## config.mk

```make
export PLATFORM = sky130hd
export DESIGN_NAME = p2_mem_read
export DESIGN_NICKNAME = d
export VERILOG_FILES = /design/src/rtl/p2_mem_read.sv
export SDC_FILE = /design/constraint.sdc
export NUM_CORES = 1
export LEC_CHECK = 0
export ABC_CLOCK_PERIOD_IN_PS = 2500
export BUFFER_PORTS_ARGS = -buffer_cell sky130_fd_sc_hd__clkbuf_2
export CORE_MARGIN = 3
export CORE_UTILIZATION = 50
export CTS_CLUSTER_DIAMETER = 50
export DETAILED_ROUTE_END_ITERATION = 10
export GPL_ROUTABILITY_DRIVEN = 0
export GPL_TIMING_DRIVEN = 0
export PLACE_DENSITY = 0.86
export RECOVER_POWER = 25
export SYNTH_ARGS = -nofsm -noshare
export SYNTH_HDL_FRONTEND = slang
export SYNTH_SLANG_ARGS = --single-unit
```

## constraint.sdc

```tcl
create_clock -name clk -period 2.5 [get_ports clk]
set_input_delay 0.125 -clock clk [delete_from_list [all_inputs] [get_ports clk]]
set_output_delay 0.125 -clock clk [all_outputs]
set_load 0.02 [all_outputs]
```

## src/rtl/p2_mem_read.sv

```systemverilog
// Streams the 4x4 pooling-2 map NUM_PASSES times through a 2-entry skid FIFO with valid/ready.
// Optional macro P2_READ_RELU_EN clamps negative stored values to zero on the way into the FIFO.
module p2_mem_read #(
   parameter int DATA_W     = 16,
   parameter int NUM_PASSES = 10
) (
   input  logic              clk,
   input  logic              reset,
   input  logic              start,
   output logic [3:0]        addr0,
   output logic              rd_en,
   input  logic [DATA_W-1:0] q0,
   output logic [DATA_W-1:0] data_out,
   output logic              data_valid,
   input  logic              data_ready,
   output logic [3:0]        pass_idx,
   output logic              last,
   output logic              done
);

   typedef enum logic [1:0] {IDLE, READ, DRAIN, DONE} state_t;

   localparam logic [3:0] LAST_PASS = 4'(NUM_PASSES - 1);

   state_t            state_q, state_d;
   logic [3:0]        addr_q, addr_d;
   logic [3:0]        ipass_q, ipass_d;
   logic              out_q, out_d;
   logic [3:0]        out_pass_q, out_pass_d;
   logic              out_last_q, out_last_d;
   logic [1:0]        cnt_q, cnt_d;
   logic              rptr_q, rptr_d;
   logic              wptr_q, wptr_d;
   logic [DATA_W-1:0] ent_data_q [2];
   logic [DATA_W-1:0] ent_data_d [2];
   logic [3:0]        ent_pass_q [2];
   logic [3:0]        ent_pass_d [2];
   logic              ent_last_q [2];
   logic              ent_last_d [2];

   logic              xfer;
   logic              push;
   logic              start_ok;
   logic              issue_last;
   logic [2:0]        load;
   logic [DATA_W-1:0] wdata;

   assign data_valid = (cnt_q != 2'd0);
   assign xfer       = data_valid && data_ready;
   assign push       = out_q;
   assign start_ok   = start && ((state_q == IDLE) || (state_q == DONE));
   assign issue_last = (addr_q == 4'd15) && (ipass_q == LAST_PASS);
   // Occupancy is taken net of this cycle's transfer so a full-rate stream never bubbles.
   assign load       = {1'b0, cnt_q} + {2'b00, out_q} - {2'b00, xfer};

   always_ff @(posedge clk) begin
      if (reset) begin
         state_q <= IDLE;
      end else begin
         state_q <= state_d;
      end
   end

   always_comb begin
      state_d = state_q;
      case (state_q)
         IDLE:    if (start) state_d = READ;
         READ:    if (rd_en && issue_last) state_d = DRAIN;
         DRAIN:   if (!out_q && (cnt_d == 2'd0)) state_d = DONE;
         DONE:    if (start) state_d = READ;
         default: state_d = IDLE;
      endcase
   end

   always_comb begin
      rd_en = (state_q == READ) && (load < 3'd2);
      done  = (state_q == DONE);
   end

   always_comb begin
      wdata = q0;
`ifdef P2_READ_RELU_EN
      if (q0[DATA_W-1]) wdata = '0;
`endif
   end

   always_comb begin
      addr_d     = addr_q;
      ipass_d    = ipass_q;
      out_d      = rd_en;
      out_pass_d = ipass_q;
      out_last_d = (addr_q == 4'd15);
      if (start_ok) begin
         addr_d  = 4'd0;
         ipass_d = 4'd0;
      end else if (rd_en) begin
         addr_d = addr_q + 4'd1;
         if (addr_q == 4'd15) begin
            ipass_d = (ipass_q == LAST_PASS) ? 4'd0 : ipass_q + 4'd1;
         end
      end
      cnt_d  = cnt_q + {1'b0, push} - {1'b0, xfer};
      rptr_d = rptr_q ^ xfer;
      wptr_d = wptr_q ^ push;
      for (int i = 0; i < 2; i++) begin
         ent_data_d[i] = ent_data_q[i];
         ent_pass_d[i] = ent_pass_q[i];
         ent_last_d[i] = ent_last_q[i];
         if (push && (wptr_q == 1'(i))) begin
            ent_data_d[i] = wdata;
            ent_pass_d[i] = out_pass_q;
            ent_last_d[i] = out_last_q;
         end
      end
   end

   // Clearing out_q on reset drops any read in flight, so the next q0 is never captured.
   always_ff @(posedge clk) begin
      if (reset) begin
         addr_q     <= 4'd0;
         ipass_q    <= 4'd0;
         out_q      <= 1'b0;
         out_pass_q <= 4'd0;
         out_last_q <= 1'b0;
         cnt_q      <= 2'd0;
         rptr_q     <= 1'b0;
         wptr_q     <= 1'b0;
         for (int i = 0; i < 2; i++) begin
            ent_data_q[i] <= '0;
            ent_pass_q[i] <= 4'd0;
            ent_last_q[i] <= 1'b0;
         end
      end else begin
         addr_q     <= addr_d;
         ipass_q    <= ipass_d;
         out_q      <= out_d;
         out_pass_q <= out_pass_d;
         out_last_q <= out_last_d;
         cnt_q      <= cnt_d;
         rptr_q     <= rptr_d;
         wptr_q     <= wptr_d;
         for (int i = 0; i < 2; i++) begin
            ent_data_q[i] <= ent_data_d[i];
            ent_pass_q[i] <= ent_pass_d[i];
            ent_last_q[i] <= ent_last_d[i];
         end
      end
   end

   assign addr0    = addr_q;
   assign data_out = data_valid ? ent_data_q[rptr_q] : '0;
   assign pass_idx = data_valid ? ent_pass_q[rptr_q] : 4'd0;
   assign last     = data_valid && ent_last_q[rptr_q];

endmodule

```

=== Yosys cells after proc, flatten, opt, wreduce, memory -nomap -nowiden ===
Memory sizes are Yosys's and may differ from the RTL's. A register that Yosys moved wholly into a read port is not among the register bits.
Cells that the tools add are included.

* Bitwise gates (word level): 9
* Reduce and logical (&&, ||, !) cells: 20
* Equal/unequal tests: 10
* Multiplexer cells: 25
* $lt $le $gt $ge: 1
* Add/sub/neg operators: 6

{| class="wikitable"
|+ Operators with widths
! operator !! number
|-
| 16-bit 2-to-1 mux || 5
|-
| 4-bit 2-to-1 mux || 6
|-
| 1-bit 2-to-1 mux || 10
|-
| 1-bit logical AND || 9
|-
| 4-bit by 1-bit adder with 4-bit output, second input constant || 2
|-
| 4-bit == test, second input constant || 2
|-
| 2-bit 2-to-1 mux || 3
|-
| 1-bit bitwise OR || 6
|-
| 2-bit case mux with 3 select lines || 1
|-
| 2-bit AND reduction || 3
|-
| 2-bit == test, second input constant || 2
|-
| 2-bit zero test || 2
|-
| 2-bit != test, second input constant || 2
|-
| 2-bit OR reduction || 2
|-
| 2-bit by 1-bit adder with 3-bit output || 1
|-
| 3-bit by 2-bit < comparator with 1-bit output, second input constant || 1
|-
| 3-bit AND reduction || 1
|-
| 3-bit by 1-bit subtractor with 3-bit output || 1
|-
| 2-bit by 1-bit adder with 2-bit output || 1
|-
| 2-bit by 1-bit == test with 1-bit output, second input constant || 1
|-
| 1-bit != test, second input constant || 2
|-
| 2-bit by 1-bit != test with 1-bit output, second input constant || 1
|-
| 2-bit nonzero test || 1
|-
| 2-bit by 1-bit subtractor with 2-bit output || 1
|-
| other kinds (4) || 5
|}

* Memories kept: 3
* Flip-flop bits (word level): 20
* Input port bits: 20
* Word-level logic and storage cells: 83
* Output and inout port bits: 28
* Memory bits (writable): 42

{| class="wikitable"
|+ Memories
! memory !! depth !! width !! read ports !! clocked after Yosys merged registers in !! wr ports !! RTL line !! text
|-
| ent_data_q || 2 || 16 || 1 || 1 || 2 || 34 || <nowiki>logic [DATA_W-1:0] ent_data_q [2];</nowiki>
|-
| ent_pass_q || 2 || 4 || 1 || 1 || 2 || 36 || <nowiki>logic [3:0] ent_pass_q [2];</nowiki>
|-
| ent_last_q || 2 || 1 || 1 || 1 || 2 || 38 || <nowiki>logic ent_last_q [2];</nowiki>
|}

=== Depth between registers and ports, before layout ===
* Depth in word-level cells: 8
* Gate-level depth with buffers: 11

=== Worst setup path after synthesis ===
No wires, ideal clock.

* Path kind: register -> register
* Start: reg cnt_q[1]
* End: reg addr_q[0] (netlist: addr0[0])
* Clock period less this slack: 2.713 ns
* Path slack: -0.213 ns
* Data required time: 2.380 ns
* Stages on the path, launching flop included: 12
* Buffers on the path: 1
* Data arrival time: 2.592 ns
* Setup time: 0.120 ns
* Path through: dfxtp_1 nor2_1 nor2b_1 ha_1 inv_1 ha_1 fa_1 nand2b_1 clkbuf_1 nor2_1 xnor2_1 nor2_1

* Longest elaborated chain between the ends: 5

{| class="wikitable"
|+ Ends and longest elaborated chain
! element !! RTL line !! text
|-
| start: declaration || 31 || <nowiki>logic [1:0] cnt_q, cnt_d;</nowiki>
|-
| start signal: assignment || 139 || <nowiki>cnt_q <= cnt_d;</nowiki>
|-
| parallel branches: the longest is 2 deep, another holds 2-bit by 1-bit adder with 3-bit output || - ||
|-
| 3-bit by 1-bit subtractor with 3-bit output (*) || 54 || <nowiki>assign load = {1'b0, cnt_q} + {2'b00, out_q} - {2'b00, xfer};</nowiki>
|-
| 3-bit by 2-bit < comparator with 1-bit output (*) || 76 || <nowiki>rd_en = (state_q == READ) && (load < 3'd2);</nowiki>
|-
| 1-bit logical AND (*) || 76 ||
|-
| net rd_en || 11 || <nowiki>output logic rd_en,</nowiki>
|-
| end signal: assignment || 134 || <nowiki>addr_q <= addr_d;</nowiki>
|-
| end: declaration || 26 || <nowiki>logic [3:0] addr_q, addr_d;</nowiki>
|}

Mark *: on every way through the listed nets, which the timed path passes.
A chain may end at the register's enable or synchronous reset.

=== Final worst setup path ===
* Start: reg cnt_q[1]
* End: reg state_q[0]

{| class="wikitable"
|+ RTL lines
! element !! RTL line !! text
|-
| parallel branches: the longest is 2 deep, another holds 2-bit by 1-bit adder with 2-bit output || - ||
|-
| 2-bit by 1-bit subtractor with 2-bit output (*) || 102 || <nowiki>cnt_d = cnt_q + {1'b0, push} - {1'b0, xfer};</nowiki>
|-
| net cnt_d[1] || 31 ||
|-
| 2-bit zero test (*) || 69 || <nowiki>DRAIN: if (!out_q && (cnt_d == 2'd0)) state_d = DONE;</nowiki>
|-
| 1-bit logical AND (*) || 69 ||
|-
| 2-bit != test (no line) (*) || - ||
|-
| 3-bit AND reduction (no line) (*) || - ||
|-
| end signal: assignment || 60 || <nowiki>state_q <= state_d;</nowiki>
|-
| end: declaration || 25 || <nowiki>state_t state_q, state_d;</nowiki>
|}

Marks and branches as above.

==> summary.md <==
| Metric | Value |
|---|---|
| Number of enable flip-flop cells after synthesis | `42` |
| Sequential area share after synthesis | `0.620` |
| Residual DRC | `0` |
| Synth warnings | `0` |
| Vias in the first global route | `1740` |
| Syn_nets | `244` |
| Yosys top cell area share | `0.470` |
| Synth top area cells | `edfxtp_1 47%, dfxtp_1 15%, mux2i_1 7.8%, and2_1 4.9%, nor2_1 4.6%` |
| Area of the multi-input gates | `approximately 1100 um2` |
| Top cell type by total area after synthesis | `edfxtp_1` |
| FFs w/ async S/R, synth | `0` |
| FF+latch count, synth | `between 60 and 70` |
| Violated checks | `setup timing` |
| Outcome | `finished with violations` |
| Antenna Diode Count | `0` |
| Final HPWL DP | `3.11 mm` |
| Hold WS | `0.0725 ns` |
| Root Buffer | `clkbuf_8` |
| Pwr/cell area | `about 1200 nW/um2` |
| Fillcell total | `388` |
| Setup WS post-layout | `-0.0405 ns` |
| CP Capture Type | `flop` |
| Hold Crit Class | `in -> reg` |
| CTS Buffer Depth | `2` |
| TNS Setup | `-0.103 ns` |
| Multiplexer share of the synthesized area | `0.0784` |
| Min Clock Period, post-route | `2.54 ns` |
| First-pass GRT wire length | `7.78 mm` |
| Nets | `around 320` |
| RSZ-0062 raised after global routing | `yes` |
| Synth Area in Adders | `0.0495` |
| Post-Route WL | `5.11 mm` |
| Total of max-cap violations | `0` |
| Die area | `around 6300 um2` |
| Avg Cell Area, Syn | `12.5 um2` |
| Top Ports | `48` |
| Layout cells sized above 1 | `0.329` |
| Core Area | `between 5000 and 6000 um2` |
| DP Cell Count | `between 300 and 400` |
| Total track usage | `0.164` |
| Maximum vdd drop | `0.000566 V` |
| Critical Path RT | `2.74 ns` |
| Top-count cell post-synth | `edfxtp_1` |
| Largest net degree at the start of global routing | `22` |
| Rel. slew slack | `0.508` |
| Final Util | `0.679` |
| Routed len/inst | `14.1 um` |
| XOR/XNOR share of the synthesized area | `0.0229` |
| Primary FF master, synth | `edfxtp_1` |
| Worst Skew | `0.00993 ns` |
| Clock latency on the worst-skew pair | `0.32 ns` |
| Critical Path Source Type | `flop` |
| Critical path arrival | `2.78 ns` |
| Vias per cell | `4.88` |
| Hold buffers post-CTS | `0` |
| CTS Buf Count | `9` |
| Final cell count without fillers | `about 360` |
| Synth top cells by count | `42 x edfxtp_1, 33 x nor2_1, 21 x and2_1, 21 x mux2i_1, 20 x dfxtp_1` |
| CTS tree | `done` |
| Chip Width | `79.2 um` |
| Initial core utilization | `0.522` |
| Static Leak | `0.00137 uW` |
| Simple-gate share of the synthesized area | `0.156` |
| Register Area | `1670 um2` |
| Cell Area, Synth | `~2700 um2` |
| Worst Tran Pin Value | `~0.74 ns` |
| Die span in y | `79.2 um` |
| Critical path class | `reg -> reg` |
| Period utilization | `1.02` |
| Largest family of logic cells by synthesized area | `simple AND/OR/NAND/NOR gates` |
| I/O Buffers | `47` |
| GR Overflow Total | `0` |
| ANT nets after route | `0` |
| Crit-path max FO | `4` |
| Fmax | `0.394 GHz` |
| H-tree depth | `3` |
| Total number of vias | `between 1.5k and 2k` |
| # rows | `26` |
| Final setup fails | `3` |
| Clock net sink count | `a little over 60` |
| First drt pass iteration count | `4` |
| Area Overhead vs Synth | `30.1%` |
| DR iter-0 viols | `65` |
| Fin. Hold Viols | `0` |
| Initial antenna violation count | `0` |
| Place WS | `-0.287 ns` |
| Max-slew violation count | `0` |
| Post-synthesis compound-gate area fraction | `0.0439` |
| Cells after synthesis | `roughly 210` |
| Post-synthesis cell type count | `31` |
| Clock transition at the registers of the reported paths | `0.07 ns` |
-- timing repair --
item / 4_1_cts / 5_1_grt
buffers inserted: 12 / 4
cloned: 1 / 0
setup endpoints to repair: 11 / 9
resized for setup: 16 / 16
pin swaps: 5 / 16
endpoints found under the hold margin: 0 / 0
-- flip-flops by register name (all words and copies together), names as in the netlist, 2 cells and up --
register and flops:
addr0 4, ent_pass_q 8, ipass_q 4, cnt_q 2, out_pass_q 4, ent_last_q 2
state_q 2, ent_data_q 32
-- critical path, stage by stage (launching register included) --
cell      delay, ns
dfxtp_4        0.35
nor2_4         0.11
nor2b_2        0.05
ha_1           0.27
inv_1          0.04
ha_2           0.16
fa_1           0.49
nand2b_4       0.20
o41ai_4        0.44
a21oi_1        0.15
a311oi_2       0.19
-- metrics by stage --
| stage | cell area (um2) | total power [uW] |
|---|---|---|
| after CTS | 3390 | 3930 |
| final | 3490 | 4110 |
| after floorplan | 2690 | 2300 |
| after detailed placement | 3020 | 2640 |
| after global placement | 3020 | 2600 |
| after global routing | 3490 | 4320 |
-- final cells by class --
cell class / count / area share
Multi-Input combinational cell: 132 / 0.304
Clock buffer: 11 / 0.0377
Sequential cell: 62 / 0.478
Timing Repair Buffer: 62 / 0.104
Inverter: 10 / 0.0108
Buffer: 10 / 0.0194
Clock inverter: 5 / 0.0215
Tap cell: 70 / 0.0251
-- cells by family after synthesis --
logic type | Yosys count
adders and majority gates | 10
and+or+nand+nor | 79
xor gates and xnor gates | 7
muxes | 21
DFF | 62
buffers and inverters | 20
AOI/OAI and AO/OA | 15
-- final timing paths --
kind / startpoint / end / slack (ns) / cells after the start
hold / removal: reset / cnt_q[1] / 0.07 / 2
setup reg to reg: cnt_q[1] / state_q[0] / -0.04 / 10
hold reg to reg: ipass_q[3] / ipass_q[3] / 0.52 / 2
setup / recovery: cnt_q[1] / state_q[0] / -0.04 / 10
-- where the power goes --
| group | total, uW | switching [uW] | internal, uW |
|---|---|---|---|
| logic | 1820 | 1040 | 778 |
| registers | 1360 | 82.9 | 1280 |
| clock network | 920 | 363 | 557 |
-- layer usage --
layer  part of all wire  track usage
met1               0.41        0.184
met2               0.54        0.285
met3              0.048       0.0488
met4              0.011       0.0756
met5                  0            0
-- cells in the final DEF (no fill, tap or decap), types with 2 or more instances in the layout --
| master | netlist | final |
|---|---|---|
| a21oi_1 | 6 | 4 |
| a21oi_2 | 0 | 2 |
| a311oi_2 | 0 | 2 |
| and2_0 | 0 | 9 |
| and2_1 | 21 | 12 |
| buf_4 | 0 | 13 |
| buf_6 | 0 | 2 |
| bufinv_16 | 0 | 2 |
| clkbuf_1 | 7 | 14 |
| clkbuf_2 | 0 | 41 |
| clkbuf_8 | 0 | 10 |
| clkinv_2 | 0 | 3 |
| dfxtp_1 | 20 | 18 |
| edfxtp_1 | 42 | 42 |
| ha_1 | 9 | 8 |
| inv_1 | 10 | 10 |
| mux2i_1 | 21 | 21 |
| nand3_1 | 3 | 3 |
| nor2_1 | 33 | 31 |
| nor2_4 | 0 | 2 |
| nor2b_1 | 9 | 8 |
| nor3_4 | 0 | 2 |
| nor4_4 | 0 | 2 |
| or2_2 | 2 | 2 |
| xnor2_1 | 7 | 6 |
Note: power is estimated with default switching activity, not from simulation.
